--- src/rtl/light_counter.sv ---
//------------------------------------------------------------------------------
// Module      : light_counter
// Description : Per-phase countdown timer for the traffic-light controller.
//               A one-hot init pulse loads the phase duration; the count then
//               drops by one per enabled clock and saturates at zero. 'last'
//               flags the terminal count so the controller can advance.
// Revision    : 1.0 - initial release
//------------------------------------------------------------------------------
`default_nettype none

module light_counter #(
  parameter int pGREEN_INIT_VAL  = 14,
  parameter int pYELLOW_INIT_VAL = 2,
  parameter int pRED_INIT_VAL    = 17,
  parameter int pCNT_WIDTH       = $clog2(pRED_INIT_VAL + 1),
  parameter int pINIT_WIDTH      = 3
) (
  input  logic                   clk,
  input  logic                   rst_n,
  input  logic                   en,
  input  logic [pINIT_WIDTH-1:0] init,
  output logic                   last,
  output logic [pCNT_WIDTH-1:0]  cnt_out
);

  // Load values sized to the counter width.
  localparam logic [pCNT_WIDTH-1:0] c_red    = pCNT_WIDTH'(pRED_INIT_VAL);
  localparam logic [pCNT_WIDTH-1:0] c_yellow = pCNT_WIDTH'(pYELLOW_INIT_VAL);
  localparam logic [pCNT_WIDTH-1:0] c_green  = pCNT_WIDTH'(pGREEN_INIT_VAL);
  localparam logic [pCNT_WIDTH-1:0] c_one    = pCNT_WIDTH'(1);
  localparam logic [pCNT_WIDTH-1:0] c_zero   = '0;

  logic [pCNT_WIDTH-1:0] r_cnt;
  logic [pCNT_WIDTH-1:0] w_cnt_next;
  logic                  w_at_zero;

  assign w_at_zero = (r_cnt == c_zero);

  // Next count: loads take priority RED > YELLOW > GREEN and ignore en;
  // otherwise decrement while enabled, saturating at zero.
  always_comb begin
    w_cnt_next = r_cnt;
    if (init[2]) begin
      w_cnt_next = c_red;
    end else if (init[1]) begin
      w_cnt_next = c_yellow;
    end else if (init[0]) begin
      w_cnt_next = c_green;
    end else if (en && !w_at_zero) begin
      w_cnt_next = r_cnt - c_one;
    end
  end

  // Count register; asynchronous reset clears it and drops any pending load.
  always_ff @(posedge clk or negedge rst_n) begin
    if (!rst_n) begin
      r_cnt <= c_zero;
    end else begin
      r_cnt <= w_cnt_next;
    end
  end

  assign cnt_out = r_cnt;
  assign last    = w_at_zero;

endmodule

`default_nettype wire

--- config.mk ---
export PLATFORM = sky130hd
export DESIGN_NAME = light_counter
export DESIGN_NICKNAME = d
export VERILOG_FILES = /design/src/rtl/light_counter.sv
export SDC_FILE = /design/constraint.sdc
export NUM_CORES = 1
export LEC_CHECK = 0
export CAP_MARGIN = 20
export CORE_AREA = 2 2 39 41
export CTS_CLUSTER_DIAMETER = 80
export DETAILED_ROUTE_END_ITERATION = 16
export DIE_AREA = 0 0 41 43
export HOLD_SLACK_MARGIN = 0.05
export SLEW_MARGIN = 25
export SYNTH_ARGS = -nofsm -noshare
export SYNTH_HDL_FRONTEND = slang
export SYNTH_SLANG_ARGS = --single-unit
export TNS_END_PERCENT = 20
--- constraint.sdc ---
create_clock -name clk -period 4.65 [get_ports clk]
set_input_delay 0.93 -clock clk [delete_from_list [all_inputs] [get_ports clk]]
set_output_delay 0.93 -clock clk [all_outputs]
set_load 0.03 [all_outputs]
==> summary.txt, run 1 <==
Outcome
  • Outcome: complete, no violations

Worst hold path
  • Hold crit path type: register to register

STA
  • WHS: 0.625 ns
  • Max frequency: 0.338 GHz
  • Relative slew slack: 0.734
  • Final clock period utilization by the worst path: 0.636
  • Unrepaired setup endpoints after global routing: no
  • Final TNS setup: 0 ns
  • Post-route worst setup slack: ~1.7 ns
  • Setup violators final: 0
  • Hold Vio Cnt, Final: 0
  • Final clock skew: slightly below 0.001 ns
  • Minimum clock period: 2.96 ns
  • Worst-Margin Slew: 0.394 ns
  • Final Slew Violations: 0

Floorplanning
  • Die height: 43 um
  • # IOs: 12
  • Initial core utilization: 0.223
  • CORE AREA: 1380 um^2
  • Rows: 14
  • Die width: 41 um
  • Die area: between 1500 and 2000 um^2

Route
  • DR DRC count: 0
  • Drt wl/cell: around 11 um
  • Initial DRC count: 0
  • DR vias: 282
  • Vias per cell: between 4 and 5
  • Final antenna-violating net count: 0
  • DRT Pass-1 Iters: 1
  • Final wirelength: roughly 670 um

Layout
  • Net count, final: 53
  • Share of cells above drive strength 1: 0.133
  • Area growth, synth to finish: 50.6%
  • Max FFs per register: 5
  • N_diodes: 0

CTS
  • Skew-Pair Late Insertion Delay: between 0.2 and 0.25 ns
  • CTS Hold Bufs: 0
  • Clock sinks: 5
  • Htree depth: 1
  • Post-CTS Setup Inserts: 0
  • CTS buffer count: 3
  • Clock slew at reported path FFs: 0.04 ns
  • Post-cts gate resize count: 0
  • CTS root buffer: clkbuf_4
  • Longest Clk Path Bufs: 2
  • CTS tree: done

Synthesis
  • #FFs+latches synth: 5
  • Top cells by area, synth: dfrtp_1 (40%), nor4b_4 (7.7%), a2111oi_2 (4.9%), inv_1 (4.9%), o211ai_1 (4.9%)
  • Synth Flop Type: dfrtp_1
  • Sequential area share after synthesis: 0.405
  • Warnings from Yosys: 0
  • Syn avg cell area: 10.3 um^2
  • Biggest area consumer among synthesized cells: dfrtp_1
  • Post-Syn Instances: 30
  • Netlist cell types: 20
  • Post-synth top area share: 0.405
  • Commonest cells post-synth: dfrtp_1 (5), inv_1 (4), nand3_1 (2), nor2_1 (2), o211ai_1 (2)
  • Post-synth EDFFs: 0
  • Net Count, Synth: 37
  • Synthesized cell area: 309 um^2
  • Ys async rst share: 1.00
  • Top-count cell post-synth: dfrtp_1

Run
  • Max Cap Viol: 0

Placement
  • Final HPWL DP: ~560 um
  • Pre-CTS WS: 1.92 ns
  • Final Wtd Congestion: between 0.6 and 0.7
  • Number of port buffers: 11

Global route
  • Largest net degree at the start of global routing: 8
  • GRT Total Usage: 0.0960
  • Vias in the first global route: 285
  • First-pass GRT wire length: between 1000 and 1500 um
  • Grt total ovfl: 0
  • Initial antenna violation count: 0

Worst setup path
  • Setup Crit Path Kind: register to primary output
  • CP Max Fanout: 7
  • Startpoint types: register
  • CP Data Arrival Time: 2.03 ns
  • Setup crit end kind: primary output
  • Setup slack, reg-to-reg: 2.96 ns
  • Critical Path RT: between 3 and 4 ns

Pwr
  • Pwr Density: 278 nW/um^2
  • Maximum vdd drop: 0.115 mV
  • Static leakage: 0.186 nW
==> final timing paths <==
check | end | startpoint | depth (start not counted)
max | last | cnt_out[0] | 4
min in group asynchronous | cnt_out[1] | rst_n | 1
max in group asynchronous | cnt_out[3] | rst_n | 1
max reg2reg | cnt_out[1] | cnt_out[0] | 5
min | cnt_out[4] | cnt_out[4] | 2
min reg2reg | cnt_out[4] | cnt_out[4] | 2
==> report_power, final <==
| group | switching [mW] | leakage, nW | internal [mW] |
|---|---|---|---|
| Clock | 0.0156 | 0.0150 | 0.0323 |
| Sequential | 0.00418 | 0.0613 | 0.0466 |
| Combinational | 0.0162 | 0.110 | 0.0147 |
==> layer usage <==
metal | vias up | global-route usage | share of wire | routed length, um
met5 | - | 0 | 0 | 0
met4 | 0 | 0.100 | 0 | 0
met3 | 0 | 0.0209 | 0.045 | 30
met2 | 5 | 0.147 | 0.50 | 336
met1 | 129 | 0.0951 | 0.45 | 301
li1 | 148 | - | - | -
==> cell type report <==
cell class                      count  area [um^2]
Multi-Input combinational cell     21          169
Timing Repair Buffer               11          110
Tap cell                           16         20.0
Inverter                            4         15.0
Clock buffer                        4         26.3
Fill cell                         151          918
Sequential cell                     5          125
==> cell families after synthesis <==
| logic type | share of synthesized area |
|---|---|
| flip-flops | 0.405 |
| adder cells (fa/ha/maj) | 0.0405 |
| buffers and inverters | 0.0486 |
| AND/OR/NAND/NOR | 0.287 |
| AO/OA/AOI/OAI | 0.219 |
==> stage by stage <==
step	total power [mW]	cell area [um^2]	instances	utilization
final	0.130	465	61	0.336
after global routing	0.138	465	61	0.336
after CTS	0.133	465	61	0.336
after detailed placement	0.0828	439	57	0.317
after global placement	0.0825	439	57	0.317
after floorplan	0.0668	309	30	-
==> cells in the final DEF (no fill, tap or decap) <==
cell,count
ha_1,1
nor2_1,2
clkbuf_1,1
a21oi_1,1
nand3_1,2
and4b_1,1
nand2_1,1
inv_1,4
or3_2,1
o311ai_0,1
a21boi_0,1
a31oi_1,1
clkbuf_4,3
nor4_1,1
nor3_1,1
nor4b_4,1
o211ai_1,2
nand2b_1,1
dfrtp_1,5
clkdlybuf4s50_1,11
o311a_1,1
a2111oi_2,1
nor4b_1,1
==> critical path: stages (launching register included) <==
cell and delay (ns):
dfrtp_1 0.41, inv_1 0.09, ha_1 0.17, nor4b_4 0.36
clkdlybuf4s50_1 0.75
No activity file was read; power rests on OpenSTA's default activity.
==> inputs of run 2 (changes only) <==
clock period = 2.6 ns   (was 4.65 ns; I/O delays follow)
==> run 2 against run 1 <==
Compared with the run above:
- clock-buffer cell count is the same
- clock skew is essentially flat
- utilization grew 0.18 points
- sequential cell count is the same
- routed wire length shrank 2.5%
- non-clock buffer count is the same
- power grew 79%
- combinational power grew 79%
- register-to-register slack lost 2.1 ns
- sequential share of layout area shrank 0.14 points
- final cell count is the same
- setup slack lost 1.3 ns
==> summary.txt, run 2 (synthesized netlist as in run 1, its figures left out) <==
Outcome
  • Outcome: complete, no violations

Worst setup path
  • Setup crit end kind: primary output
  • CP Cell Sequence: inv_1, ha_1, nor4b_4, dlymetal6s2s_1
  • Setup slack, reg-to-reg: 0.89 ns (-2.07 ns)
  • Startpoint types: register
  • Setup Crit Path Kind: register to primary output
  • Critical Path RT: 2.08 ns (-1.64 ns)
  • CP Max Fanout: 7 (unchanged)
  • CP Data Arrival Time: 1.65 ns (-0.38 ns)
  • Worst-path cell with the longest stage delay: dfrtp_1
  • CP max stage delay: 0.41 ns (-0.34 ns)

Layout
  • Most frequent cells in the layout: clkdlybuf4s50_1 (10), dfrtp_1 (5), inv_1 (4)
  • Net count, final: 53 (unchanged)
  • Most common cell after layout, fill and taps aside: clkdlybuf4s50_1
  • Share of cells above drive strength 1: 0.133 (unchanged)
  • Fillers: 150 (-0.66%)
  • Max FFs per register: 5 (unchanged)
  • N_diodes: 0 (unchanged)
  • Post-Layout Cell Count: 61 (unchanged)
  • Area growth, synth to finish: 51.4%

Placement
  • Final HPWL DP: 542 um (-2.5%)
  • Number of port buffers: 11 (unchanged)
  • Number of instances in the placed design: 57 (unchanged)
  • Final Wtd Congestion: 0.649 (-6.5%)

Floorplanning
  • Die height: 43 um (unchanged)
  • Initial core utilization: 0.223 (unchanged)
  • Die area: 1760 um^2 (unchanged)
  • Rows: 14 (unchanged)
  • CORE AREA: 1380 um^2 (unchanged)
  • # IOs: 12 (unchanged)
  • Die width: 41 um (unchanged)

STA
  • Final clock skew: 0.00134 ns (+0.000343 ns)
  • Final Slew Violations: 0 (unchanged)
  • Minimum clock period: 2.17 ns
  • Unrepaired setup endpoints after global routing: no
  • Final clock period utilization by the worst path: 0.834
  • Worst-Margin Slew: 0.420 ns (+0.0264 ns)
  • Max frequency: between 0.4 and 0.5 GHz
  • Hold Vio Cnt, Final: 0 (unchanged)
  • Relative slew slack: 0.719 (-0.0151)
  • Final TNS setup: 0 ns (unchanged)
  • Setup violators final: 0 (unchanged)

Route
  • Drt wl/cell: 10.7 um (-2.5%)
  • DR DRC count: 0 (unchanged)
  • Vias per cell: 4.46 (-3.5%)
  • DRT Pass-1 Iters: 2 (+1)
  • DR vias: 272 (-3.5%)
  • Final antenna-violating net count: 0 (unchanged)
  • Initial DRC count: 2 (+2)
  • Final wirelength: 651 um (-2.5%)

CTS
  • CTS buffer count: 3 (unchanged)
  • Skew-Pair Late Insertion Delay: 0.23 ns (about the same)
  • Post-cts gate resize count: 0 (unchanged)
  • CTS root buffer: clkbuf_4
  • Htree depth: 1 (unchanged)
  • Clock slew at reported path FFs: 0.04 ns (about the same)
  • Clock sinks: 5 (unchanged)
  • Longest Clk Path Bufs: 2 (unchanged)
  • Post-CTS Setup Inserts: 0 (unchanged)
  • CTS Hold Bufs: 0 (unchanged)
  • CTS tree: done

Global route
  • Vias in the first global route: 260 (-8.8%)
  • First-pass GRT wire length: 1000 um (-7.7%)
  • Initial antenna violation count: 0 (unchanged)
  • GRT Total Usage: 0.0891 (-0.00689)
  • Grt total ovfl: 0 (unchanged)
  • Largest net degree at the start of global routing: 8 (unchanged)

Pwr
  • Pwr Density: 496 nW/um^2 (+78%)
  • Static leakage: 0.204 nW (+9.3%)
  • Maximum vdd drop: 0.197 mV (+71%)

Run
  • Max Cap Viol: 0 (unchanged)

Worst hold path
  • Hold crit path type: input port to async pin
run 2: cell types whose count changed in the layout (fill, tap and decap cells not counted), sizes merged:
cell	delta
clkdlybuf4s50	-1
dlymetal6s2s	+1
run 2: layer usage:
metal / global-route usage / vias up / part of all wire
met4: 0.100 / 0 / 0
met5: 0 / - / 0
met2: 0.116 / 5 / 0.49
met1: 0.109 / 121 / 0.47
met3: 0.0157 / 0 / 0.041
li1: - / 146 / -
run 2: area by class of cell:
cell class,instances,area (um^2),share of cell area
Tap cell,16,20.0,0.0428
Sequential cell,5,125,0.267
Timing Repair Buffer,11,113,0.241
Inverter,4,15.0,0.0321
Multi-Input combinational cell,21,169,0.361
Clock buffer,4,26.3,0.0561
run 2: report_power, final:
part	switching, mW	internal [mW]	total [mW]
Sequential	0.00769	0.0833	0.0910
Combinational	0.0289	0.0263	0.0552
Clock	0.0282	0.0578	0.0860
Total	0.0648	0.167	0.232
run 2: worst paths after layout:
| path | startpoint | end | cells after the start |
|---|---|---|---|
| max | cnt_out[0] | last | 4 |
| min | rst_n | cnt_out[1] | 1 |
| max reg2reg | cnt_out[0] | cnt_out[1] | 5 |
| min reg2reg | cnt_out[0] | cnt_out[0] | 2 |
| max in group asynchronous | rst_n | cnt_out[2] | 1 |
| min in group clk | cnt_out[0] | cnt_out[0] | 2 |
run 2: worst max-delay path, delay by kind of cell, from the launching register on:
family / cells / cell delay (ns)
simple gates: 1 / 0.38
buf+inv: 2 / 0.44
fa+ha+maj: 1 / 0.17
flops: 1 / 0.41
run 2: through the flow:
stage | total power [mW] | hold WS (ns) | utilization | area [um^2] | worst slack (ns)
floorplan | 0.120 | 0.224 | - | 309 | 0.630
global placement | 0.147 | 0.613 | 0.317 | 439 | 0.273
detailed placement | 0.148 | 0.624 | 0.317 | 439 | 0.268
CTS | 0.238 | 0.495 | 0.336 | 465 | 0.000538
global route | 0.246 | 0.508 | 0.338 | 468 | 0.330
finish | 0.232 | 0.498 | 0.338 | 468 | 0.431
==> RTL change 1, RTL diff (config.mk and constraints of run 2) <==
`pRED_INIT_VAL`: 17 -> 34.
--- a/src/rtl/light_counter.sv
+++ b/src/rtl/light_counter.sv
@@ -13,3 +13,3 @@
   parameter int pYELLOW_INIT_VAL = 2,
-  parameter int pRED_INIT_VAL    = 17,
+  parameter int pRED_INIT_VAL    = 34,
   parameter int pCNT_WIDTH       = $clog2(pRED_INIT_VAL + 1),
Interface: changed (resized cnt_out); port bits go from 12 to 13. No check against the original RTL was run, so the function may have changed too.
==> RTL change 1 against run 2 <==
Cell area grew 18%; sequential cell count increased by 1; synthesized area increased by 22%; hold slack better by 0.025 ns; count of clock-buffer cells in the layout shrank 1; via count grew 33%; clock power up 5.9%; power increased by 2.4%; worst setup slack improved by 0.029 ns; routed wire length increased by 35%; first-iteration DRC count increased to 6.0 times the old value; largest power group unchanged.
==> RTL change 1: results (changes against run 2) <==
status: finished, final reports clean
DP HPWL: 668 µm (+23%)
worst skew pair latency: 0.25 ns (+0.02 ns)
1st-iter DRT viols: 12 (+10)
Syn Area/Cell: 9.42 µm² (-8.6%)
Routability Congestion: 0.647 (-0.22%)
vias in the first global route: 327 (+26%)
peak supply drop: 0.161 mV (-18%)
# nets final: 66 (+25%)
buffers added on ports: 12 (+1)
Adder-Cell Fraction of Synth Area: 6.64% (+2.6 points)
P_comb: 45.1 µW (-18%)
Synth area leaders: dfrtp_1 (40%), ha_1 (6.6%), nand2_1 (5.0%)
Synth Area in Compound Gates: 20.3% (-1.6 points)
critical path peak fanout: 4 (-3)
DR vias/cell: 5.03 (+13%)
Clk. pwr: 91.1 µW (+5.9%)
dpl cells: 69 (+21%)
CP arrival: 1.62 ns (-0.03 ns)
first drt pass iteration count: 4 (+2)
final clock skew: 0.00291 ns (+0.00157 ns)
share of cells above drive strength 1: 16.1% (+2.7 points)
DR WL/cell: 12.2 µm (+15%)
CP Launch Point: cnt_out[0]
Synthesized Nets: 48 (+30%)
WHS: 0.523 ns (+0.0247 ns)
placed inst area: 524 µm² (+19%)
Routed WL: 880 µm (+35%)
Pleak: 0.240 nW (+18%)
pre-CTS WS: 0.216 ns (-0.0514 ns)
register area share after synthesis: 39.9% (-0.62 points)
Sw Share: 27.7% (-0.16 points)
Tightest Pin Transition: 0.394 ns (-0.0264 ns)
-- RTL change 1: area by class of cell --
type                       count  area, µm²
multi-input combinational     31        220
clock buffer                   3       22.5
sequential                     6        150
tap                           16       20.0
inverter                       3       11.3
fill                         161        830
timing repair buffer          13        130
-- RTL change 1: metal layers --
| metal | GRT usage (%) | share of wire [%] |
|---|---|---|
| met1 | 15.3 | 46 |
| met2 | 14.7 | 43 |
| met3 | 3.66 | 8.9 |
| met4 | 8.00 | 2.5 |
| met5 | 0 | 0 |
-- RTL change 1: cell families after synthesis --
family / after synthesis
muxes: 2
and+or+nand+nor: 17
adders and majority gates: 2
DFF: 6
AOI/OAI and AO/OA: 10
buffers and inverters: 3
-- RTL change 1: repair_timing --
item | CTS | global route
setup endpoints to repair | 1 | 1
gates resized for setup | 1 | 1
hold buffers | 0 | 0
-- RTL change 1: worst max-delay path: stages (launching register included) --
cell            delay [ns]
dfrtp_1               0.40
inv_1                 0.10
ha_1                  0.18
nor3b_2               0.24
and2_1                0.16
dlymetal6s2s_1        0.28
==> RTL change 2, RTL diff (flow settings as in run 2) <==
Without the edit above. Put one more register stage on the output `cnt_out`, without a reset. The value now appears one clock later. The other outputs are not delayed to match.
--- a/src/rtl/light_counter.sv
+++ b/src/rtl/light_counter.sv
@@ -62,3 +62,5 @@
 
-  assign cnt_out = r_cnt;
+  always_ff @(posedge clk) begin
+    cnt_out <= r_cnt;
+  end
   assign last    = w_at_zero;
Check against the original RTL: not equivalent (Yosys sat finds a counterexample within 4 cycles, from zero or initial values and one cycle with rst_n low).
==> RTL change 2 against run 2 <==
Clock skew is 0.0017 ns higher; non-clock buffer count stayed put; cell area is 21% higher; sequential cell count is 5 higher; synthesized area is 34% higher; worst setup slack worse by 0.13 ns; power is 46% higher; count of clock-buffer cells in the layout stayed put; routed wire length is 25% higher; largest power group unchanged.
==> RTL change 2: results (changes against run 2) <==
peak supply drop: 0.244 mV (+24%)
Vias: 333 (+22%)
Routability Congestion: 0.781 (+20%)
Post-synth ARST share: 50.0% (-50 points)
# nets final: 58 (+9.4%)
Synth area leaders: dfrtp_1 (30%), dfxtp_1 (24%), nor4b_4 (5.8%)
Worst Hold Class: reg2reg
CTS root buffer: clkbuf_4
met3 WL post-DR: 34 µm (+26%)
GRT met3 Usage: 3.66% (+2.1 points)
Post-synth top cells: dfrtp_1 (5), dfxtp_1 (5), inv_1 (4)
Pleak: 0.234 nW (+15%)
R2R setup slack: 0.90 ns
buffers added on ports: 11 (unchanged)
critical path's slowest cell: dlygate4sd2_1
post-synthesis mux area share: 0% (unchanged)
Routed WL: 817 µm (+25%)
worst hold path cell count: 0
Adder-Cell Fraction of Synth Area: 3.03% (-1.0 points)
TritonCTS Buffers: 3 (unchanged)
Max stage delay on crit path: 0.45 ns (+0.04 ns)
Fill cells: 147 (-2.0%)
Tightest Pin Transition: 0.406 ns (-0.0140 ns)
CP arrival: 1.78 ns (+0.13 ns)
vias in the first global route: 283 (+8.8%)
Post-synth top flop: dfxtp_1
met2 wire length: 387 µm (+22%)
Synth Area in Compound Gates: 16.4% (-5.5 points)
largest net degree at the start of global routing: 8 (unchanged)
first drt pass iteration count: 2 (unchanged)
worst r2r path cells: 5 (unchanged)
1st-iter DRT viols: 5 (+3)
Clock transition at path regs: 0.06 ns (+0.02 ns)
first-pass GRT wire length: 1330 µm (+33%)
Synthesized Nets: 42 (+14%)
hold path start: r_cnt[0]
FF-to-FF Start: r_cnt[0]
met1 Use GR: 15.3% (+4.4 points)
reg2reg end: r_cnt[1]
GRT Total Usage: 11.6% (+2.7 points)
met2 Track Usage GR: 16.3% (+4.7 points)
Synth cell types: 21 (+5.0%)
Post-Synth XOR/XNOR Area: 0% (unchanged)
worst skew pair latency: 0.25 ns (+0.02 ns)
post_cts resized: 1 (+1)
WL met1: 380 µm (+25%)
share of cells above drive strength 1: 16.0% (+2.7 points)
crit path kind: reg2out
DP HPWL: 634 µm (+17%)
register area share after synthesis: 54.5% (+14 points)
Largest delay share family, worst path: buffers and inverters
final clock skew: 0.00300 ns (+0.00166 ns)
DR top layer: met4
status: finished, final reports clean
==> RTL change 2: stage by stage <==
step | std cells | power [mW] | hold WS (ns) | worst slack (ns) | area [µm²]
after floorplan | 35 | 0.206 | 0.224 | 0.771 | 413
after global placement | 62 | 0.235 | 0.426 | 0.302 | 543
after detailed placement | 62 | 0.235 | 0.431 | 0.252 | 543
after CTS | 66 | 0.341 | 0.447 | 0.286 | 568
after global routing | 66 | 0.356 | 0.462 | 0.217 | 568
final | 66 | 0.338 | 0.457 | 0.299 | 568
==> RTL change 2: power by group <==
part           total (mW)  internal (mW)  switching [mW]
logic              0.0569         0.0272          0.0298
registers           0.174          0.165         0.00891
clock network       0.108         0.0591          0.0485
==> RTL change 2: area by class of cell <==
| class | count | share of cell area (%) |
|---|---|---|
| clock buffers | 4 | 4.63 |
| inverters | 4 | 2.64 |
| multi-input cells | 21 | 30.4 |
| flip-flops and latches | 10 | 39.6 |
| well taps | 16 | 3.52 |
| repair buffers | 11 | 19.2 |
